## config.mk

```make
export PLATFORM = sky130hd
export DESIGN_NAME = hdmi_var_delay_line
export DESIGN_NICKNAME = d
export VERILOG_FILES = /design/src/rtl/hdmi_var_delay_line.sv
export SDC_FILE = /design/constraint.sdc
export NUM_CORES = 1
export LEC_CHECK = 0
export BUFFER_PORTS_ARGS = -buffer_cell sky130_fd_sc_hd__buf_2
export CORE_MARGIN = 2
export CORE_UTILIZATION = 45
export DETAILED_ROUTE_END_ITERATION = 12
export GPL_ROUTABILITY_DRIVEN = 0
export HOLD_SLACK_MARGIN = 0.05
export PLACE_DENSITY_LB_ADDON = 0.25
export RECOVER_POWER = 25
export SLEW_MARGIN = 20
export SYNTH_ARGS = -nofsm -noshare
export SYNTH_HDL_FRONTEND = slang
export SYNTH_SLANG_ARGS = --single-unit
export TNS_END_PERCENT = 50
```

## constraint.sdc

```tcl
create_clock -name i_clk -period 3.5 [get_ports i_clk]
set_input_delay 0.175 -clock i_clk [delete_from_list [all_inputs] [get_ports i_clk]]
set_output_delay 0.175 -clock i_clk [all_outputs]
set_load 0.02 [all_outputs]
```

## src/rtl/hdmi_var_delay_line.sv

```systemverilog
// Runtime-programmable delay line for the HDMI path: delays a word by 1..G_MAX_DEPTH
// enabled beats through a circular buffer, with beat enable, flush and a primed flag.
module hdmi_var_delay_line #(
  parameter int G_WIDTH     = 40,
  parameter int G_MAX_DEPTH = 32
) (
  input  logic                             i_clk,
  input  logic                             i_rst_n,
  input  logic                             i_en,
  input  logic                             i_flush,
  input  logic [$clog2(G_MAX_DEPTH):0]     i_delay,
  input  logic [G_WIDTH-1:0]               i_d,
  output logic [G_WIDTH-1:0]               o_q,
  output logic                             o_valid,
  output logic [$clog2(G_MAX_DEPTH):0]     o_delay
);

  localparam int L_PW = $clog2(G_MAX_DEPTH);
  localparam logic [L_PW:0]   L_MAX  = (L_PW+1)'(G_MAX_DEPTH);
  localparam logic [L_PW:0]   L_ONE  = (L_PW+1)'(1);
  localparam logic [L_PW-1:0] L_PINC = L_PW'(1);
  localparam logic [L_PW+1:0] L_FINC = (L_PW+2)'(1);

  logic [G_WIDTH-1:0] mem [G_MAX_DEPTH];
  logic [L_PW-1:0]    wptr;
  logic [L_PW:0]      fill;

  logic [L_PW:0]      d_req;
  logic               dly_chg;
  logic               wr_en;
  logic               primed;
  logic [L_PW-1:0]    rd_addr;
  logic [G_WIDTH-1:0] rd_word;

  always_comb begin
    d_req = i_delay;
    if (i_delay == '0)
      d_req = L_ONE;
    else if (i_delay > L_MAX)
      d_req = L_MAX;
    dly_chg = (d_req != o_delay);
    wr_en   = i_en & ~i_flush;
    // wptr-(D-1) == wptr+1-D; D mod depth is just the low bits (D==MAX wraps to 0).
    rd_addr = wptr + L_PINC - o_delay[L_PW-1:0];
    primed  = ({1'b0, fill} + L_FINC) >= {1'b0, o_delay};
    rd_word = (o_delay == L_ONE) ? i_d : mem[rd_addr];
  end

  // RAM is deliberately not reset; stale entries are masked by fill.
  always_ff @(posedge i_clk) begin
    if (wr_en)
      mem[wptr] <= i_d;
  end

  always_ff @(posedge i_clk or negedge i_rst_n) begin
    if (!i_rst_n) begin
      o_q     <= '0;
      o_valid <= 1'b0;
      o_delay <= L_ONE;
      wptr    <= '0;
      fill    <= '0;
    end else begin
      if (wr_en)
        wptr <= wptr + L_PINC;
      if (dly_chg) begin
        o_delay <= d_req;
        o_q     <= '0;
        o_valid <= 1'b0;
        fill    <= wr_en ? L_ONE : '0;
      end else if (i_flush) begin
        o_q     <= '0;
        o_valid <= 1'b0;
        fill    <= '0;
      end else if (i_en) begin
        fill <= (fill == L_MAX) ? fill : fill + L_ONE;
        if (primed) begin
          o_q     <= rd_word;
          o_valid <= 1'b1;
        end else begin
          o_q     <= '0;
          o_valid <= 1'b0;
        end
      end
    end
  end

endmodule

```

# After elaboration in Yosys (flattened, before gate mapping)

Memories as Yosys holds them, arrays and structs flattened.
Cells that the tools add are included.
Widths: inputs -> output; s select.

Muxes and demuxes: 18
$add $sub $neg: 4
Bitwise gates (word level): 2
Reduce and logical (&&, ||, !) cells: 3
Equal/unequal tests: 4
Order comparisons: 2

Operators by type and width:

| operator            | count |
|---|---|
| $mux 40             | 5 |
| $mux 6              | 6 |
| $add 6x1->7 const B | 1 |
| $ge 7x6->1          | 1 |
| $mux 1              | 7 |
| $add 6x1->6 const B | 1 |
| $eq 6x1->1 const B  | 1 |
| $eq 6x6->1 const B  | 1 |
| $gt 6x6->1 const B  | 1 |
| $logic_not 6->1     | 1 |
| $ne 6x6->1          | 1 |
| $add 5x1->5 const B | 1 |
| $sub 5x5->5         | 1 |
| $ne 3x3->1 const B  | 1 |
| $reduce_bool 3->1   | 1 |
| $reduce_and 2->1    | 1 |
| $and 1x1->1         | 1 |
| $not 1->1           | 1 |

Input bits: 50
Memories: 1
Flip-flop bits (word level): 58
Bits in writable memories: 1280

Memories:

| memory | depth | width | rd ports | clocked after memory_dff | write ports | RTL line | RTL |
|---|---|---|---|---|---|---|---|
| mem    | 32    | 40    | 1        | 0                        | 1           | 24       | `logic [G_WIDTH-1:0] mem [G_MAX_DEPTH];` |

# Longest topological paths before layout

An unclocked memory read counts as a cell.

Word-level depth: 8
Mapped depth: 12

# Worst setup path before layout

OpenSTA, ideal clock, no wires.

Path type: reg2reg
From: register wptr[3]
To: memory mem[10][0] (enable)
Cell stages (with the launch flop): 4
Path slack: 256 ps
Data required time: 3063 ps
Library setup time: 437 ps
Data arrival time: 2806 ps
Cells stage by stage: dfrtp_1 clkbuf_1 or3b_2 nor2_1

RTL lines:

| item                     | RTL line | RTL |
|---|---|---|
| start: declaration       | 25       | `logic [L_PW-1:0] wptr;` |
| start signal: assignment | 64       | `wptr <= wptr + L_PINC;` |
| end: declaration         | 24       |  |

No word-level cell before the write port.

# Worst setup path after layout

From: register wptr[0]
To: register o_q[2]

Cells in the longest elaborated chain, start to end: 8

RTL lines:

| item                   | RTL line | RTL |
|---|---|---|
| $add 5x1->5            | 44       | `rd_addr = wptr + L_PINC - o_delay[L_PW-1:0];` |
| $sub 5x5->5            | 44       |  |
| $mem_v2 32x40          | -        |  |
| $mux 40                | 46       | `rd_word = (o_delay == L_ONE) ? i_d : mem[rd_addr];` |
| $mux 40                | 76       | `if (primed) begin` |
| $mux 40                | 74       | `end else if (i_en) begin` |
| $mux 40                | 70       | `end else if (i_flush) begin` |
| $mux 40                | 65       | `if (dly_chg) begin` |
| end signal: assignment | 77       | `o_q <= rd_word;` |
| end: declaration       | 13       | `output logic [G_WIDTH-1:0] o_q,` |

Every way passes these cells. The select of a mux whose other input is x is not followed.
A chain may end at the register's enable or synchronous reset.

==> results.json <==
{
  "synth_nets": 2340,
  "worstRegToRegCells": 10,
  "finalMaxSlewViolations": 0,
  "synth_ff_type": "edfxtp_1",
  "h-tree-depth": 4,
  "wl_um": 132000,
  "cp-start-kind": "flip-flop",
  "clkPwrFrac_pct": 23.8,
  "p_seq_share_pct": 30.4,
  "yosysSeqAreaShare_pct": 76.7,
  "antenna_found_initial": 2,
  "rows": 124,
  "crit_type": "reg -> reg",
  "cts_tree": "built",
  "fin_setup_tns_ps": 0,
  "fin_skew_ps": 25.0,
  "cts_buffer_depth": 3,
  "required_ps": 4130,
  "numCtsBuffers": 136,
  "clkSlewWorstSetupHoldPaths_ps": 60,
  "ios": 97,
  "yosys_warnings": 0,
  "layout-drive-gt1-share_pct": 33.7,
  "rr_startpoint": "wptr[0]",
  "grt_max_degree": 51,
  "grt_usage_pct": 22.5,
  "fill_cells": 8652,
  "ant_nets": 0,
  "clk_latency_ps": 750,
  "finalHoldViolations": 0,
  "dpl_cell_area_mm2": 0.0557,
  "leakagePower_nw": 19.9,
  "maxCapViolCount": 0,
  "start_util_pct": 45.4,
  "max_freq_mhz": 291,
  "cell_internal_pwr_mw": 40.0,
  "area_growth_pct": 17.3,
  "clock-root-buffer": "clkbuf_16",
  "stdcell_area_mm2": 0.0610,
  "netlist_instances": 2273,
  "detailed_place_hpwl_um": 69700,
  "fin_nets": 2670,
  "wire_per_inst_um": 31.2,
  "dr.pass1.iters": 5,
  "syn_avg_cell_area_um2": 22.9,
  "vias": 25400,
  "fin_crit_ps": 3440,
  "irDropWorstVdd_v": 0.00105,
  "p_total_mw": 59.9,
  "netSwitchingPower_mw": 19.9,
  "r2r_end": "o_q[2]",
  "drc": 0,
  "synthArstFlopShare_pct": 4.33,
  "final.setup.worst_slack_ps": 61.9,
  "grt-ovfl-total": 0,
  "ys_top_cells_by_area": "edfxtp_1, mux4_2, dfrtp_1",
  "synth_area_mm2": 0.0520,
  "power_frac_comb_pct": 45.9,
  "status": "finished, final reports clean",
  "crit_arrival_ps": 4070,
  "port_buffers": 96,
  "yosysTopAreaCell": "edfxtp_1",
  "path_max_fanout": 8,
  "setup_viol": 0,
  "drt-initial-drc-count": 2777,
  "dieWidth_um": 344,
  "whs_ps": 155,
  "p_per_area_mw_per_mm2": 983,
  "synth_edf_count": 1280,
  "numClockSinks": 1338,
  "post-route-period-util_pct": 98.2,
  "die_h_um": 344,
  "post-place-ws_ps": -5.62,
  "grt_first_pass_wirelength_um": 187000,
  "worstHoldPathType": "in -> async",
  "crit_path_end_kind": "flip-flop",
  "design.die.area_mm2": 0.118,
  "tightest_slew_ps": 1430,
  "synth_top_area_share_pct": 73.9,
  "viasPerCell": 6.01,
  "coreArea_mm2": 0.115,
  "slew_headroom_pct": 4.85,
  "reg2reg_setup_slack_ps": 60,
  "yosys.cell_types.count": 51,
  "grt_pass1_vias": 25800,
  "sw_frac_of_total_pct": 33.2,
  "synth-seq-cells": 1338
}
[worst max-delay path by stage]
stage / from / end / cells past startpoint
after global routing: wptr[0] / o_q[16] / 10
final: wptr[0] / o_q[2] / 10
after CTS: wptr[0] / o_q[35] / 10
after floorplan: wptr[3] / mem[10][0] / 3
after global placement: wptr[0] / o_q[35] / 10
after detailed placement: wptr[0] / o_q[27] / 12
[cell families after synthesis]
kind of cell	count (synthesis)	share of synthesized area (%)
buf+inv	138	1.51
flops	1338	76.7
fa+ha+maj	17	0.424
mux	481	17.2
compound gates	138	2.34
xor+xnor	24	0.455
simple gates	137	1.38
[layout make-up]
class	count	area, µm²	share of cell area, %
clock buffer	176	3690	6.05
sequential	1338	39900	65.4
antenna	1	2.50	0.00410
timing repair buffer	318	3100	5.08
tap	1512	1890	3.10
multi-input combinational	798	11700	19.1
inverter	11	41.3	0.0677
clock inverter	73	693	1.14
[sequential cells by signal, summed over array words and instances (netlist names)]
| register | flops |
|---|---|
| fill | 6 |
| o_q | 40 |
| wptr | 5 |
| o_valid | 1 |
| mem | 1280 |
| o_delay | 6 |
[power groups by stage]
stage	Clock, mW	Combinational [mW]	Sequential (mW)
floorplan	0	17.5	18.5
global placement	0	25.9	18.5
detailed placement	0	26.1	18.5
CTS	14.5	26.3	18.2
global route	15.1	28.8	18.2
finish	14.2	27.5	18.2
[synthesized netlist by cell type (15+ instances only)]
library cell,n
mux2_2,80
dfrtp_1,57
buf_2,43
ha_1,16
buf_4,15
a221oi_2,17
o22ai_1,35
mux2i_1,81
a221o_1,40
edfxtp_1,1280
and2_1,35
clkbuf_1,46
a221oi_1,18
buf_6,20
mux4_2,320
nor2_1,47
nand2_1,15
[stage by stage]
step / std cells / util (%)
finish: 4227 / 53.3
global route: 4226 / 53.3
CTS: 4207 / 52.9
detailed placement: 3908 / 48.7
global placement: 3908 / 48.7
floorplan: 2273 / -
[layout by cell type (no fill, tap or decap), types with 6 or more instances in the layout]
cell type / count
a21oi_1: 6
a221o_1: 40
a221oi_1: 18
a221oi_2: 17
and2_1: 35
and3_1: 7
buf_12: 49
buf_2: 71
buf_4: 106
bufinv_16: 11
clkbuf_1: 56
clkbuf_16: 147
clkinv_1: 24
clkinv_2: 22
dfrtp_1: 57
dlygate4sd3_1: 50
edfxtp_1: 1280
ha_1: 13
inv_1: 9
mux2_2: 80
mux2i_1: 76
mux4_2: 320
nand2_1: 13
nand3_1: 8
nor2_1: 12
nor2_4: 35
o21ai_0: 7
o22ai_1: 32
xnor2_1: 11
xor2_1: 11
[per-layer routing]
layer | track usage [%] | vias up | part of all wire (%)
met1 | 31.8 | 13800 | 41
li1 | - | 10300 | -
met4 | 7.03 | 2 | 2.6
met3 | 4.02 | 194 | 7.5
met5 | 0 | - | 0.0098
met2 | 35.9 | 1066 | 49
[critical path: stages (launching register included)]
cell      delay, ps
dfrtp_1         420
inv_2           130
ha_4            230
fa_4            930
buf_12          200
buf_4           130
mux4_2          270
mux2_2          270
o22ai_1         290
a221oi_1        120
a221o_1         310
[timing repair]
action / CTS / global route
setup buffers: 0 / 11
gates cloned: 0 / 8
endpoints found under the hold margin: 1346 / 0
pin swaps: 0 / 2
hold buffers: 50 / 0
endpoints found under the setup margin: 4 / 35
resized for setup: 3 / 23
No activity file was read; power rests on OpenSTA's default activity.
